$ cat src/rtl/sid_table_sched_if.sv
// -----------------------------------------------------------------------------
// sid_table_sched_if
//
// Bus between the table scheduler and the shared combined-waveform table ROM.
// The scheduler presents two registered 12-bit lookup addresses. The ROM
// returns four 8-bit table values a fixed number of clocks later.
//
//   rom_acc_ps  12  pulse/saw lookup address   (scheduler -> ROM)
//   rom_acc_t   12  triangle lookup address    (scheduler -> ROM)
//   rom_st       8  saw+triangle table data    (ROM -> scheduler)
//   rom_pt       8  pulse+triangle table data  (ROM -> scheduler)
//   rom_ps       8  pulse+saw table data       (ROM -> scheduler)
//   rom_pst      8  pulse+saw+tri table data   (ROM -> scheduler)
//
// master: the scheduler side. slave: the ROM side.
// -----------------------------------------------------------------------------
interface sid_table_sched_if;
    logic [11:0] rom_acc_ps;
    logic [11:0] rom_acc_t;
    logic [7:0]  rom_st;
    logic [7:0]  rom_pt;
    logic [7:0]  rom_ps;
    logic [7:0]  rom_pst;

    modport master (
        output rom_acc_ps, rom_acc_t,
        input  rom_st, rom_pt, rom_ps, rom_pst
    );

    modport slave (
        input  rom_acc_ps, rom_acc_t,
        output rom_st, rom_pt, rom_ps, rom_pst
    );
endinterface

$ cat src/rtl/sid_table_sched.sv
// -----------------------------------------------------------------------------
// sid_table_sched
//
// Time-shares one registered combined-waveform table ROM among NUM_VOICES
// oscillators. On each ce_1m it snapshots all voice lookup addresses and
// issues them to the ROM at one voice per clock. Returning data is collected
// in shadow registers. Once the last voice has returned, all results are
// committed to the outputs on a single edge, so consumers never see a mixed
// old/new set.
//
// Parameters
//   NUM_VOICES  voices served per sample (1..8)
//   ROM_LAT     clocks from ROM address update to valid ROM data (1..4)
//
// Ports
//   clk          system clock
//   reset        asynchronous, active-high reset
//   ce_1m        one-clock sample strobe; starts (or restarts) a sequence
//   acc_ps       pulse/saw lookup addresses, voice k on [12k+11:12k]
//   acc_t        triangle lookup addresses, same packing
//   rom          ROM bus (master side): registered addresses out, data in
//   st_out       committed saw+tri results, voice k on [8k+7:8k]
//   pt_out       committed pulse+tri results, same packing
//   ps_out       committed pulse+saw results, same packing
//   pst_out      committed pulse+saw+tri results, same packing
//   busy         a sequence is in progress
//   done         one-clock pulse after a commit
//   overrun      sticky: a sequence was aborted by an early ce_1m
//   overrun_clr  clears overrun (a simultaneous set wins)
// -----------------------------------------------------------------------------
module sid_table_sched #(
    parameter int NUM_VOICES = 3,
    parameter int ROM_LAT    = 2
) (
    input  logic                      clk,
    input  logic                      reset,
    input  logic                      ce_1m,
    input  logic [12*NUM_VOICES-1:0]  acc_ps,
    input  logic [12*NUM_VOICES-1:0]  acc_t,
    sid_table_sched_if.master         rom,
    output logic [8*NUM_VOICES-1:0]   st_out,
    output logic [8*NUM_VOICES-1:0]   pt_out,
    output logic [8*NUM_VOICES-1:0]   ps_out,
    output logic [8*NUM_VOICES-1:0]   pst_out,
    output logic                      busy,
    output logic                      done,
    output logic                      overrun,
    input  logic                      overrun_clr
);

    localparam int IDX_W = (NUM_VOICES > 1) ? $clog2(NUM_VOICES) : 1;
    localparam logic [IDX_W-1:0] LAST_IDX = IDX_W'(NUM_VOICES - 1);

    typedef enum logic [1:0] {
        IDLE,
        ISSUE,
        DRAIN,
        COMMIT
    } state_t;

    state_t           state;
    logic [IDX_W-1:0] idx;

    // Per-voice address snapshot taken on the strobe.
    logic [11:0] snap_ps [NUM_VOICES];
    logic [11:0] snap_t  [NUM_VOICES];

    // Per-voice results collected as ROM data returns; copied out on commit.
    logic [7:0]  sh_st   [NUM_VOICES];
    logic [7:0]  sh_pt   [NUM_VOICES];
    logic [7:0]  sh_ps   [NUM_VOICES];
    logic [7:0]  sh_pst  [NUM_VOICES];

    // Valid/index pipe that tracks which voice's data is arriving from the
    // ROM. The head stage is valid exactly at the edge where that voice's
    // data may be sampled.
    logic             pipe_v   [ROM_LAT];
    logic [IDX_W-1:0] pipe_idx [ROM_LAT];

    logic             head_v;
    logic [IDX_W-1:0] head_idx;

    assign head_v   = pipe_v[ROM_LAT-1];
    assign head_idx = pipe_idx[ROM_LAT-1];

    // NOTE: all state below is written with non-blocking assignments, so every
    // register sees pre-edge values and statement order only matters where a
    // later assignment deliberately overrides an earlier one on the same edge.
    always_ff @(posedge clk or posedge reset) begin
        if (reset) begin
            state          <= IDLE;
            idx            <= '0;
            busy           <= 1'b0;
            done           <= 1'b0;
            overrun        <= 1'b0;
            rom.rom_acc_ps <= '0;
            rom.rom_acc_t  <= '0;
            st_out         <= '0;
            pt_out         <= '0;
            ps_out         <= '0;
            pst_out        <= '0;
            // NOTE: the snapshot and shadow arrays are plain registers, not RAM,
            // so they can be reset. This makes the post-reset state fully defined.
            for (int k = 0; k < NUM_VOICES; k++) begin
                snap_ps[k] <= '0;
                snap_t[k]  <= '0;
                sh_st[k]   <= '0;
                sh_pt[k]   <= '0;
                sh_ps[k]   <= '0;
                sh_pst[k]  <= '0;
            end
            for (int i = 0; i < ROM_LAT; i++) begin
                pipe_v[i]   <= 1'b0;
                pipe_idx[i] <= '0;
            end
        end else begin
            done <= 1'b0;

            // Advance the return-tracking pipe. Stage 0 is refilled below
            // only while issuing.
            for (int i = ROM_LAT - 1; i > 0; i--) begin
                pipe_v[i]   <= pipe_v[i-1];
                pipe_idx[i] <= pipe_idx[i-1];
            end
            pipe_v[0] <= 1'b0;

            // Capture returning ROM data for the voice at the pipe head.
            if (head_v) begin
                sh_st[head_idx]  <= rom.rom_st;
                sh_pt[head_idx]  <= rom.rom_pt;
                sh_ps[head_idx]  <= rom.rom_ps;
                sh_pst[head_idx] <= rom.rom_pst;
            end

            case (state)
                IDLE: begin
                    // Addresses hold their last value while idle.
                end

                ISSUE: begin
                    if (!ce_1m) begin
                        rom.rom_acc_ps <= snap_ps[idx];
                        rom.rom_acc_t  <= snap_t[idx];
                        pipe_v[0]      <= 1'b1;
                        pipe_idx[0]    <= idx;
                        if (idx == LAST_IDX) begin
                            state <= DRAIN;
                        end else begin
                            idx <= idx + 1'b1;
                        end
                    end
                end

                DRAIN: begin
                    // The last voice is issued last, so its capture ends the drain.
                    if (!ce_1m && head_v && head_idx == LAST_IDX) begin
                        state <= COMMIT;
                    end
                end

                COMMIT: begin
                    for (int k = 0; k < NUM_VOICES; k++) begin
                        st_out[8*k +: 8]  <= sh_st[k];
                        pt_out[8*k +: 8]  <= sh_pt[k];
                        ps_out[8*k +: 8]  <= sh_ps[k];
                        pst_out[8*k +: 8] <= sh_pst[k];
                    end
                    done  <= 1'b1;
                    busy  <= 1'b0;
                    state <= IDLE;
                end

                default: state <= IDLE;
            endcase

            if (overrun_clr) begin
                overrun <= 1'b0;
            end

            // A strobe always (re)starts a sequence from voice 0. Arriving
            // mid-sequence, it also aborts the one in flight. Arriving on the
            // commit edge, the commit above still happens and busy stays set.
            if (ce_1m) begin
                if (state == ISSUE || state == DRAIN) begin
                    overrun <= 1'b1;
                    for (int i = 0; i < ROM_LAT; i++) begin
                        pipe_v[i] <= 1'b0;
                    end
                    for (int k = 0; k < NUM_VOICES; k++) begin
                        sh_st[k]  <= '0;
                        sh_pt[k]  <= '0;
                        sh_ps[k]  <= '0;
                        sh_pst[k] <= '0;
                    end
                end
                for (int k = 0; k < NUM_VOICES; k++) begin
                    snap_ps[k] <= acc_ps[12*k +: 12];
                    snap_t[k]  <= acc_t[12*k +: 12];
                end
                idx   <= '0;
                busy  <= 1'b1;
                state <= ISSUE;
            end
        end
    end

endmodule
$ cat src/flat_wrapper.sv
// flat-port wrapper written by rule: the top's interface ports become plain ports
module sid_table_sched_flat 
#(
    parameter int NUM_VOICES = 3,
    parameter int ROM_LAT    = 2
)
  (clk, reset, ce_1m, acc_ps, acc_t, st_out, pt_out, ps_out, pst_out, busy, done, overrun, overrun_clr, rom_rom_acc_ps, rom_rom_acc_t, rom_rom_st, rom_rom_pt, rom_rom_ps, rom_rom_pst);
  sid_table_sched_if rom_i ();
  input  logic clk;
  input  logic reset;
  input  logic ce_1m;
  input  logic [12*NUM_VOICES-1:0] acc_ps;
  input  logic [12*NUM_VOICES-1:0] acc_t;
  output logic [8*NUM_VOICES-1:0] st_out;
  output logic [8*NUM_VOICES-1:0] pt_out;
  output logic [8*NUM_VOICES-1:0] ps_out;
  output logic [8*NUM_VOICES-1:0] pst_out;
  output logic busy;
  output logic done;
  output logic overrun;
  input  logic overrun_clr;
  output wire logic [$bits(rom_i.rom_acc_ps)-1:0] rom_rom_acc_ps;
  output wire logic [$bits(rom_i.rom_acc_t)-1:0] rom_rom_acc_t;
  input wire logic [$bits(rom_i.rom_st)-1:0] rom_rom_st;
  input wire logic [$bits(rom_i.rom_pt)-1:0] rom_rom_pt;
  input wire logic [$bits(rom_i.rom_ps)-1:0] rom_rom_ps;
  input wire logic [$bits(rom_i.rom_pst)-1:0] rom_rom_pst;
  assign rom_rom_acc_ps = rom_i.rom_acc_ps;
  assign rom_rom_acc_t = rom_i.rom_acc_t;
  assign rom_i.rom_st = rom_rom_st;
  assign rom_i.rom_pt = rom_rom_pt;
  assign rom_i.rom_ps = rom_rom_ps;
  assign rom_i.rom_pst = rom_rom_pst;
  sid_table_sched #(.NUM_VOICES(NUM_VOICES), .ROM_LAT(ROM_LAT)) u_core (.clk(clk), .reset(reset), .ce_1m(ce_1m), .acc_ps(acc_ps), .acc_t(acc_t), .rom(rom_i), .st_out(st_out), .pt_out(pt_out), .ps_out(ps_out), .pst_out(pst_out), .busy(busy), .done(done), .overrun(overrun), .overrun_clr(overrun_clr));
endmodule
$ cat config.mk
export PLATFORM = sky130hd
export DESIGN_NAME = sid_table_sched_flat
export DESIGN_NICKNAME = d
export VERILOG_FILES = /design/src/rtl/sid_table_sched_if.sv /design/src/rtl/sid_table_sched.sv /design/src/flat_wrapper.sv
export SDC_FILE = /design/constraint.sdc
export NUM_CORES = 1
export LEC_CHECK = 0
export ABC_AREA = 1
export BUFFER_PORTS_ARGS = -buffer_cell sky130_fd_sc_hd__buf_4
export CORE_MARGIN = 2
export CORE_UTILIZATION = 25
export DETAILED_ROUTE_END_ITERATION = 10
export HOLD_SLACK_MARGIN = 0.08
export PLACE_DENSITY = 0.5
export RECOVER_POWER = 50
export REMOVE_ABC_BUFFERS = 1
export SLEW_MARGIN = 20
export SYNTH_ARGS = -nofsm -noshare
export SYNTH_HDL_FRONTEND = slang
export SYNTH_SLANG_ARGS = --single-unit
export TNS_END_PERCENT = 20
$ cat constraint.sdc
create_clock -name clk -period 8.9 [get_ports clk]
set_input_delay 0.89 -clock clk [delete_from_list [all_inputs] [get_ports clk]]
set_output_delay 0.89 -clock clk [all_outputs]
set_load 0.02 [all_outputs]
## Word level (Yosys, flattened, before mapping)

Cells that the tools add are included.

| cells by class | value |
|---|---|
| add/sub/neg operators | 1 |
| magnitude comparators | 3 |
| equality and inequality tests | 8 |
| muxes and demuxes | 41 |
| bitwise logic cells | 3 |
| reductions and logical operators | 11 |

Operators by type and width:

| kind | number |
|---|---|
| 24-bit two-way mux | 12 |
| 24-bit bitwise mux | 4 |
| 12-bit binary-select mux with 2-bit select | 2 |
| 12-bit two-way mux | 4 |
| 8-bit demux with 2-bit select | 1 |
| 2-bit two-way mux | 8 |
| 2-bit equality test, second input constant | 4 |
| 1-bit two-way mux | 8 |
| 8-bit two-way mux | 1 |
| 3-bit >= comparator, second input constant | 2 |
| 3-bit by 2-bit inequality test with 1-bit output, second input constant | 2 |
| 2-bit NOT with 3-bit output | 2 |
| 2-bit one-hot mux with 3 select lines | 1 |
| 2-bit AND reduction | 2 |
| 2-bit nonzero test | 2 |
| 4-bit nonzero test | 1 |
| 1-bit logical AND | 3 |
| 3-bit by 1-bit less-than comparator with 1-bit output, second input constant | 1 |
| 3-bit AND reduction | 1 |
| 2-bit by 1-bit adder with 2-bit output, second input constant | 1 |
| 2-bit by 1-bit equality test with 1-bit output, second input constant | 1 |
| 2-bit inequality test, second input constant | 1 |
| 1-bit logical NOT | 1 |
| 1-bit logical OR | 1 |
| 1-bit NOT | 1 |

| storage, ports and cells | value |
|---|---|
| flip-flop bits (word level) | 301 |
| bits of input ports | 108 |
| output and inout port bits | 123 |
| word-level logic and storage cells | 100 |

## Longest topological paths before layout

Gate-level depths: netlist (run 1).

| depth | value |
|---|---|
| word-level depth | 9 |
| depth in mapped cells | 8 |
| gate-level depth less buffers | 8 |

## Worst setup path after synthesis (run 1)

Ideal clock, no wire load.

| timing | value |
|---|---|
| path kind | input to register |
| start | in ce_1m |
| end | reg u_core.sh_pst[13] (netlist bit) |
| setup time | 118 ps |
| data arrival time | 1,537 ps |
| data required time | 8,782 ps |
| setup slack | 7,246 ps |
| stages | 7 |
| path buffers | 2 |
| cell sequence | inv_2 > nor2_8 > inv_2 > buf_2 > buf_6 > o21ai_1 > nor2_1 |

| on the way | value |
|---|---|
| cells in the longest elaborated chain, start to end | 1 |

RTL lines:

| item | RTL line | text |
|---|---|---|
| start: declaration | flat_wrapper.sv:11 | `input logic ce_1m;` |
| 24-bit two-way mux | sid_table_sched.sv:183 | `if (ce_1m) begin` |
| end signal: indexed assignment | sid_table_sched.sv:132 | `sh_pst[head_idx] <= rom.rom_pst;` |
| end: declaration | sid_table_sched.sv:72 | `logic [7:0] sh_pst [NUM_VOICES];` |

Every way passes these cells.
A chain may end at the register's enable or synchronous reset.

## Worst setup path in the final report (run 1)

| timing | value |
|---|---|
| start | in ce_1m |
| end | reg u_core.sh_ps[6] (netlist bit) |

| on the way | value |
|---|---|
| cells in the longest elaborated chain, start to end | 1 |

RTL lines:

| item | RTL line | text |
|---|---|---|
| 24-bit two-way mux | sid_table_sched.sv:183 |  |
| end signal: indexed assignment | sid_table_sched.sv:131 | `sh_ps[head_idx] <= rom.rom_ps;` |
| end: declaration | sid_table_sched.sv:71 | `logic [7:0] sh_ps [NUM_VOICES];` |

Every way passes these cells.

==> results.py, run 1 <==
metrics = {
    "timing": {
        "setup_viol": 0,
        "setup_ws_ns": 3.76,
        "min_period_over_period_pct": 57.7,
        "clock.fmax_mhz": 195,
        "finalMaxSlewViolations": 214,
        "rsz0062_at_grt": "false",
        "hold_ws_ns": 0.377,
        "fin_tns_setup_ns": 0,
        "worst_pin_slew_ns": 2.39,
        "finalCriticalPeriod_ns": 5.14,
        "slew_headroom_pct": -59.5,
        "clock_skew_ns": 0.0165,
        "hold_violations": 0,
    },
    "logic_synthesis": {
        "synth_top_family_by_area": "simple AND/OR/NAND/NOR gates",
        "synthFlopType": "dfrtp_1",
        "synth_compound_area_share_pct": 9.47,
        "synthDominantCellAreaShare_pct": 63.4,
        "synth_top_area_cell": "dfrtp_1",
        "ys_ff_latch": 301,
        "synthArstFlopShare_pct": 100,
        "synth_cell_types": 22,
        "synth_common_cells": "dfrtp_1, nand2_1, nor2_1",
        "synth_fa_ha_area_share_pct": 0.526,
        "seq_area_frac_synth_pct": 63.4,
        "synth_edf_count": 0,
        "syn_area_per_cell_sq_um": 9.86,
        "netlist_area_sq_mm": 0.0119,
        "synthXorXnorAreaFrac_pct": 0,
        "yosys_warnings": 0,
        "syn_inst": 1206,
        "yosys.area_share.simple_pct": 15.7,
        "synth.most_common_cell": "dfrtp_1",
        "yosys-mux-area-fraction_pct": 5.87,
        "synthTopCellsByArea": "dfrtp_1, nand2_1, mux2_2",
    },
    "power_and_ir_drop": {
        "p_sw_share_pct": 37.0,
        "vdd_drop_max_v": 0.000123,
        "p_total_mw": 5.22,
        "comb_power_share_pct": 32.3,
        "p_int_mw": 3.29,
        "p_clk_share_pct": 28.1,
        "p_seq_share_pct": 39.6,
        "p_leak_nw": 7.30,
        "power.density_mw_per_mm2": 350,
        "p_sw_mw": 1.93,
    },
    "detailed_routing": {
        "first_iter_violations": 658,
        "num_vias": 8828,
        "drt.antenna.violating_nets": 0,
        "wl_per_cell_um": 15.9,
        "viasPerCell": 4.31,
        "drt_wl_total_um": 32600,
        "drt-pass1-iter-count": 4,
        "drcViolationCount": 0,
    },
    "global_route": {
        "grt_pass1_vias": 9038,
        "grt_antenna_before_repair": 3,
        "grt_usage_pct": 13.3,
        "grt_overflow": 0,
        "grt_max_degree": 169,
        "grt_pass1_wl_um": 51700,
    },
    "critical_path": {
        "crit_path_end_kind": "flip-flop",
        "startpoint_type": "input pin",
        "required_ns": 9.35,
        "crit_type": "input pin to flip-flop",
        "cp_max_fo": 89,
        "critical_path_arrival_ns": 5.59,
    },
    "floorplanning": {
        "die_width_um": 222,
        "dieArea_sq_mm": 0.0493,
        "die_y_um": 222,
        "row_count": 79,
        "core_area_sq_mm": 0.0468,
        "io_pins": 231,
        "start_util_pct": 25.4,
    },
    "clocking": {
        "clock_latency_ns": 0.54,
        "cts_htree_levels": 2,
        "ctsHoldBuffers": 0,
        "cts.reportedPaths.clkPinSlew_ns": 0.06,
        "clock_sinks": 301,
        "cts_resized": 0,
        "cts_setup_buffers": 0,
        "cts_buffer_depth": 3,
        "root_buffer": "clkbuf_16",
        "numCtsBuffers": 36,
        "cts_tree": "done",
    },
    "cells_and_area": {
        "fin_area_sq_mm": 0.0149,
        "fin_nets": 1529,
        "drive_above_1_share_pct": 17.8,
        "finalNonFillerCells": 2048,
        "utilization_pct": 31.9,
        "areaGrowthSynthToFinish_pct": 25.6,
        "antenna_cells": 0,
    },
    "place": {
        "place_inst": 1985,
        "placed_cell_area_sq_mm": 0.0142,
        "gp_congestion": 0.739,
        "hpwl_um": 20000,
        "post-place-ws_ns": 5.75,
        "port_buffers": 230,
    },
    "outcome": {
        "violations": "capacitance limit, slew limit",
        "status": "complete, but fails checks",
    },
    "hold_path": {
        "hp-class": "flip-flop to flip-flop",
    },
    "flow_run": {
        "drv_cap": 4,
    },
}
==> final cells by class <==
cell class | count | area [sq um]
flip-flops and latches | 301 | 7530
fillers | 4937 | 31800
clock buffers | 51 | 1060
repair buffers | 240 | 1400
multi-input cells | 757 | 3740
inverters | 80 | 308
well taps | 607 | 759
clock inverters | 12 | 121
==> cells by family (layout without fill, tap and decap cells) <==
group                      after synthesis  in the layout
and+or+nand+nor                        473            473
DFF                                    301            301
AOI/OAI and AO/OA                      217            217
adders and majority gates                5              5
buffers and inverters                  148            383
muxes                                   62             62
==> per-layer routing <==
layer	vias up	share of wire, %	track usage [%]
li1	4280	-	-
met1	4221	48	18.5
met2	271	42	20.1
met3	50	7.3	3.90
met4	6	1.9	3.90
met5	-	0.13	0
==> flip-flops by register name, summed over array words and instances (netlist names), 12 cells and up <==
name and flops:
u_core.ps_out 24, u_core.pst_out 24, u_core.pt_out 24, u_core.rom.rom_acc_ps 12
u_core.rom.rom_acc_t 12, u_core.sh_ps 24, u_core.sh_pst 24, u_core.sh_pt 24
u_core.sh_st 24, u_core.snap_ps 36, u_core.snap_t 36, u_core.st_out 24
==> cell usage in the layout (no fill, tap or decap) <==
master / synthesis / routed
nand2_2: 2 / 1
ha_1: 5 / 5
o21ai_1: 10 / 10
bufinv_16: 0 / 2
dfrtp_1: 301 / 301
buf_12: 0 / 1
buf_4: 0 / 129
o211ai_1: 16 / 16
nand4_1: 2 / 2
clkbuf_8: 0 / 8
nand3_2: 0 / 3
nor2_4: 1 / 1
inv_6: 0 / 2
mux2_2: 62 / 62
clkinv_1: 2 / 3
a21oi_1: 62 / 62
nor3b_1: 8 / 8
nand3_1: 17 / 14
inv_8: 0 / 1
clkbuf_16: 0 / 37
o21ai_0: 129 / 129
clkinv_4: 0 / 1
inv_2: 2 / 1
clkbuf_1: 30 / 116
clkinv_2: 0 / 7
nand2_1: 270 / 271
inv_1: 76 / 75
nor2_1: 172 / 173
==> final timing paths <==
| check | startpoint | end | slack (ns) | cells past startpoint |
|---|---|---|---|---|
| worst max-delay path | ce_1m | u_core.sh_ps[6] | 3.76 | 8 |
| worst min-delay path | u_core.pipe_idx[3] | u_core.head_idx[1] | 0.38 | 0 |
| worst max register to register | u_core.state[0] | u_core.ps_out[3] | 5.10 | 3 |
| worst min register to register | u_core.pipe_idx[3] | u_core.head_idx[1] | 0.38 | 0 |
| max in group asynchronous | reset | u_core.sh_pt[5] | 6.85 | 3 |
| min in group asynchronous | reset | u_core.ps_out[22] | 0.52 | 2 |
==> power groups by stage <==
stage                     registers (mW)  clock network (mW)  logic (mW)
after global placement              2.09                   0        1.87
after CTS                           2.08                1.52        1.90
after floorplan                     2.36                   0       0.825
final                               2.07                1.47        1.68
after global routing                2.13                1.58        1.89
after detailed placement            2.10                   0        1.90
==> worst max-delay path, stage by stage <==
cell and delay, ns:
clkbuf_1 0.78, clkinv_1 0.22, clkbuf_1 1.71, nor2_1 0.72, inv_2 0.15, buf_4 0.66, o21ai_0 0.22, nor2_1 0.15
Note: power is estimated with default switching activity, not from simulation.
==> inputs of run 2 (changes only) <==
- PLACE_DENSITY: 0.5 -> 0.48
- clock period: 8.9 -> 4.85 ns (I/O delays scaled with it)
==> run 2 against run 1 <==
  * Sequential power rose by 84%
  * The run still ends with capacitance limit, slew limit left
  * Largest cell class unchanged
  * Non-clock buffer count rose by 3
  * Via count fell by 0.28%
  * Register-to-register slack got worse by 3.6 ns
  * Clock power rose by 90%
  * Count of clock-buffer cells in the layout rose by 1
  * Combinational power rose by 100%
  * Sequential share of layout area fell by 1.6 points
  * Worst hold slack got worse by 0.25 ns
  * Critical endpoint is now u_core.sh_ps[0]
==> results.py, run 2 (synthesized netlist as in run 1, its figures left out) <==
metrics = {
    "critical_path": {
        "cpPeakStageDelay_ns": 0.92,
        "regToRegEndpoint": "u_core.sh_ps[0]",
        "startpoint_type": "flip-flop",
        "reg2reg_slack_ns": 1.55,
        "crit_type": "flip-flop to flip-flop",
        "worst-path-stages": 7,
        "ff2ff_path_depth": 7,
        "crit_slowest_cell": "clkinv_2",
        "crit_buf_inv": 3,
        "critical-path-top-delay-family": "buffers and inverters",
        "cp_max_fo": 67,
        "crit_path_end_kind": "flip-flop",
        "r2r_start": "u_core.state[0]",
        "required_ns": 5.25,
        "critical_path_arrival_ns": 3.70,
        "worstPathCellList": "inv_1 -> ha_1 -> nor2_1 -> clkinv_2 -> buf_4 -> o21ai_0 -> a21oi_1",
    },
    "global_route": {
        "grt_pass1_wl_um": 52500,
        "grt_overflow": 0,
        "grt_usage_pct": 13.5,
        "grt_pass1_vias": 8973,
        "grt_max_degree": 114,
        "grt_antenna_before_repair": 2,
    },
    "place": {
        "hpwl_um": 20500,
        "port_buffers": 230,
        "placed_cell_area_sq_mm": 0.0142,
        "place_inst": 1988,
        "gp_congestion": 0.735,
    },
    "hold_path": {
        "hp-start": "overrun_clr",
        "hold_path_end": "u_core.overrun",
        "hold_depth": 2,
        "hp-class": "input pin to flip-flop",
    },
    "timing": {
        "worst_pin_slew_ns": 2.50,
        "clock_skew_ns": 0.00918,
        "finalCriticalPeriod_ns": 3.30,
        "clock.fmax_mhz": 303,
        "fin_tns_setup_ns": 0,
        "rsz0062_at_grt": "false",
        "hold_violations": 0,
        "slew_headroom_pct": -66.7,
        "min_period_over_period_pct": 68.1,
        "setup_viol": 0,
        "finalMaxSlewViolations": 215,
    },
    "cells_and_area": {
        "areaGrowthSynthToFinish_pct": 29.7,
        "fin_nets": 1532,
        "finalNonFillerCells": 2053,
        "utilization_pct": 33.0,
        "fin_area_sq_mm": 0.0154,
        "reg_top3": "u_core.snap_ps (36), u_core.snap_t (36)",
        "drive_above_1_share_pct": 25.5,
        "final_cell_mix": "dfrtp_1, nand2_1, buf_4",
        "layout_commonest_cell": "dfrtp_1",
    },
    "clocking": {
        "cts_htree_levels": 2,
        "clock_sinks": 301,
        "clock_latency_ns": 0.53,
        "ctsHoldBuffers": 0,
        "cts_resized": 0,
        "cts_buffer_depth": 3,
        "cts.reportedPaths.clkPinSlew_ns": 0.06,
        "numCtsBuffers": 36,
        "cts_setup_buffers": 0,
        "root_buffer": "clkbuf_16",
        "cts_tree": "done",
    },
    "outcome": {
        "status": "complete, but fails checks",
        "violations": "capacitance limit, slew limit",
    },
    "power_and_ir_drop": {
        "p_leak_nw": 7.74,
        "p_total_mw": 10.0,
        "power.density_mw_per_mm2": 650,
        "vdd_drop_max_v": 0.000283,
    },
    "floorplanning": {
        "die_width_um": 222,
        "dieArea_sq_mm": 0.0493,
        "row_count": 79,
        "core_area_sq_mm": 0.0468,
        "start_util_pct": 25.4,
        "io_pins": 231,
        "die_y_um": 222,
    },
    "detailed_routing": {
        "num_vias": 8803,
        "drt_wl_total_um": 32700,
        "viasPerCell": 4.29,
        "drt-pass1-iter-count": 5,
        "drt.antenna.violating_nets": 0,
        "wl_per_cell_um": 15.9,
        "drcViolationCount": 0,
        "first_iter_violations": 442,
    },
    "flow_run": {
        "drv_cap": 2,
    },
}
[run 2: cell count changes in the layout (fill, tap and decap cells not counted), moves of 2 or more]
cell and change:
buf_4 +109, clkbuf_1 -106, clkinvlp_4 +4, bufinv_16 +2, clkinv_2 -2, inv_6 -2
[run 2: cell type report]
| class | count | area [sq um] |
|---|---|---|
| flip-flops and latches | 301 | 7530 |
| inverters | 80 | 305 |
| diodes | 1 | 2.50 |
| clock buffers | 52 | 1050 |
| clock inverters | 12 | 171 |
| well taps | 607 | 759 |
| fillers | 4874 | 31300 |
| multi-input cells | 757 | 3760 |
| repair buffers | 243 | 1840 |
[run 2: worst max-delay path by stage]
stage / endpoint / from / slack [ns]
finish: u_core.sh_ps[0] / u_core.state[0] / 1.55
global route: u_core.sh_ps[22] / u_core.state[0] / 1.12
CTS: u_core.sh_ps[0] / u_core.state[0] / 2.22
detailed placement: u_core.sh_pt[4] / u_core.state[0] / 2.25
global placement: u_core.sh_ps[16] / u_core.state[0] / 2.30
floorplan: u_core.busy / reset / -3.95
[run 2: power by group]
| group | internal, mW | switching [mW] |
|---|---|---|
| combinational | 1.37 | 2.05 |
| sequential | 3.36 | 0.446 |
| clock | 1.72 | 1.07 |
[run 2: worst register-to-register path: stages (launching register included)]
cell	delay [ns]
dfrtp_1	0.47
inv_1	0.07
ha_1	0.31
nor2_1	0.63
clkinv_2	0.92
buf_4	0.60
o21ai_0	0.11
a21oi_1	0.05
[run 2: layer usage]
layer | vias to the layer above | wire [um] | GRT usage, %
met3 | 44 | 2900 | 5.14
met1 | 4207 | 15200 | 18.3
met5 | - | 13 | 0
met2 | 244 | 13900 | 19.8
met4 | 2 | 670 | 4.05
li1 | 4306 | - | -
[run 2: metrics by stage]
step | hold WS (ns) | setup WS, ns
3_3_place_gp | 0.399 | 2.30
5_1_grt | 0.112 | 1.12
4_1_cts | 0.0927 | 2.22
6_report | 0.131 | 1.55
3_5_place_dp | 0.387 | 2.25
2_1_floorplan | 0.354 | -3.95
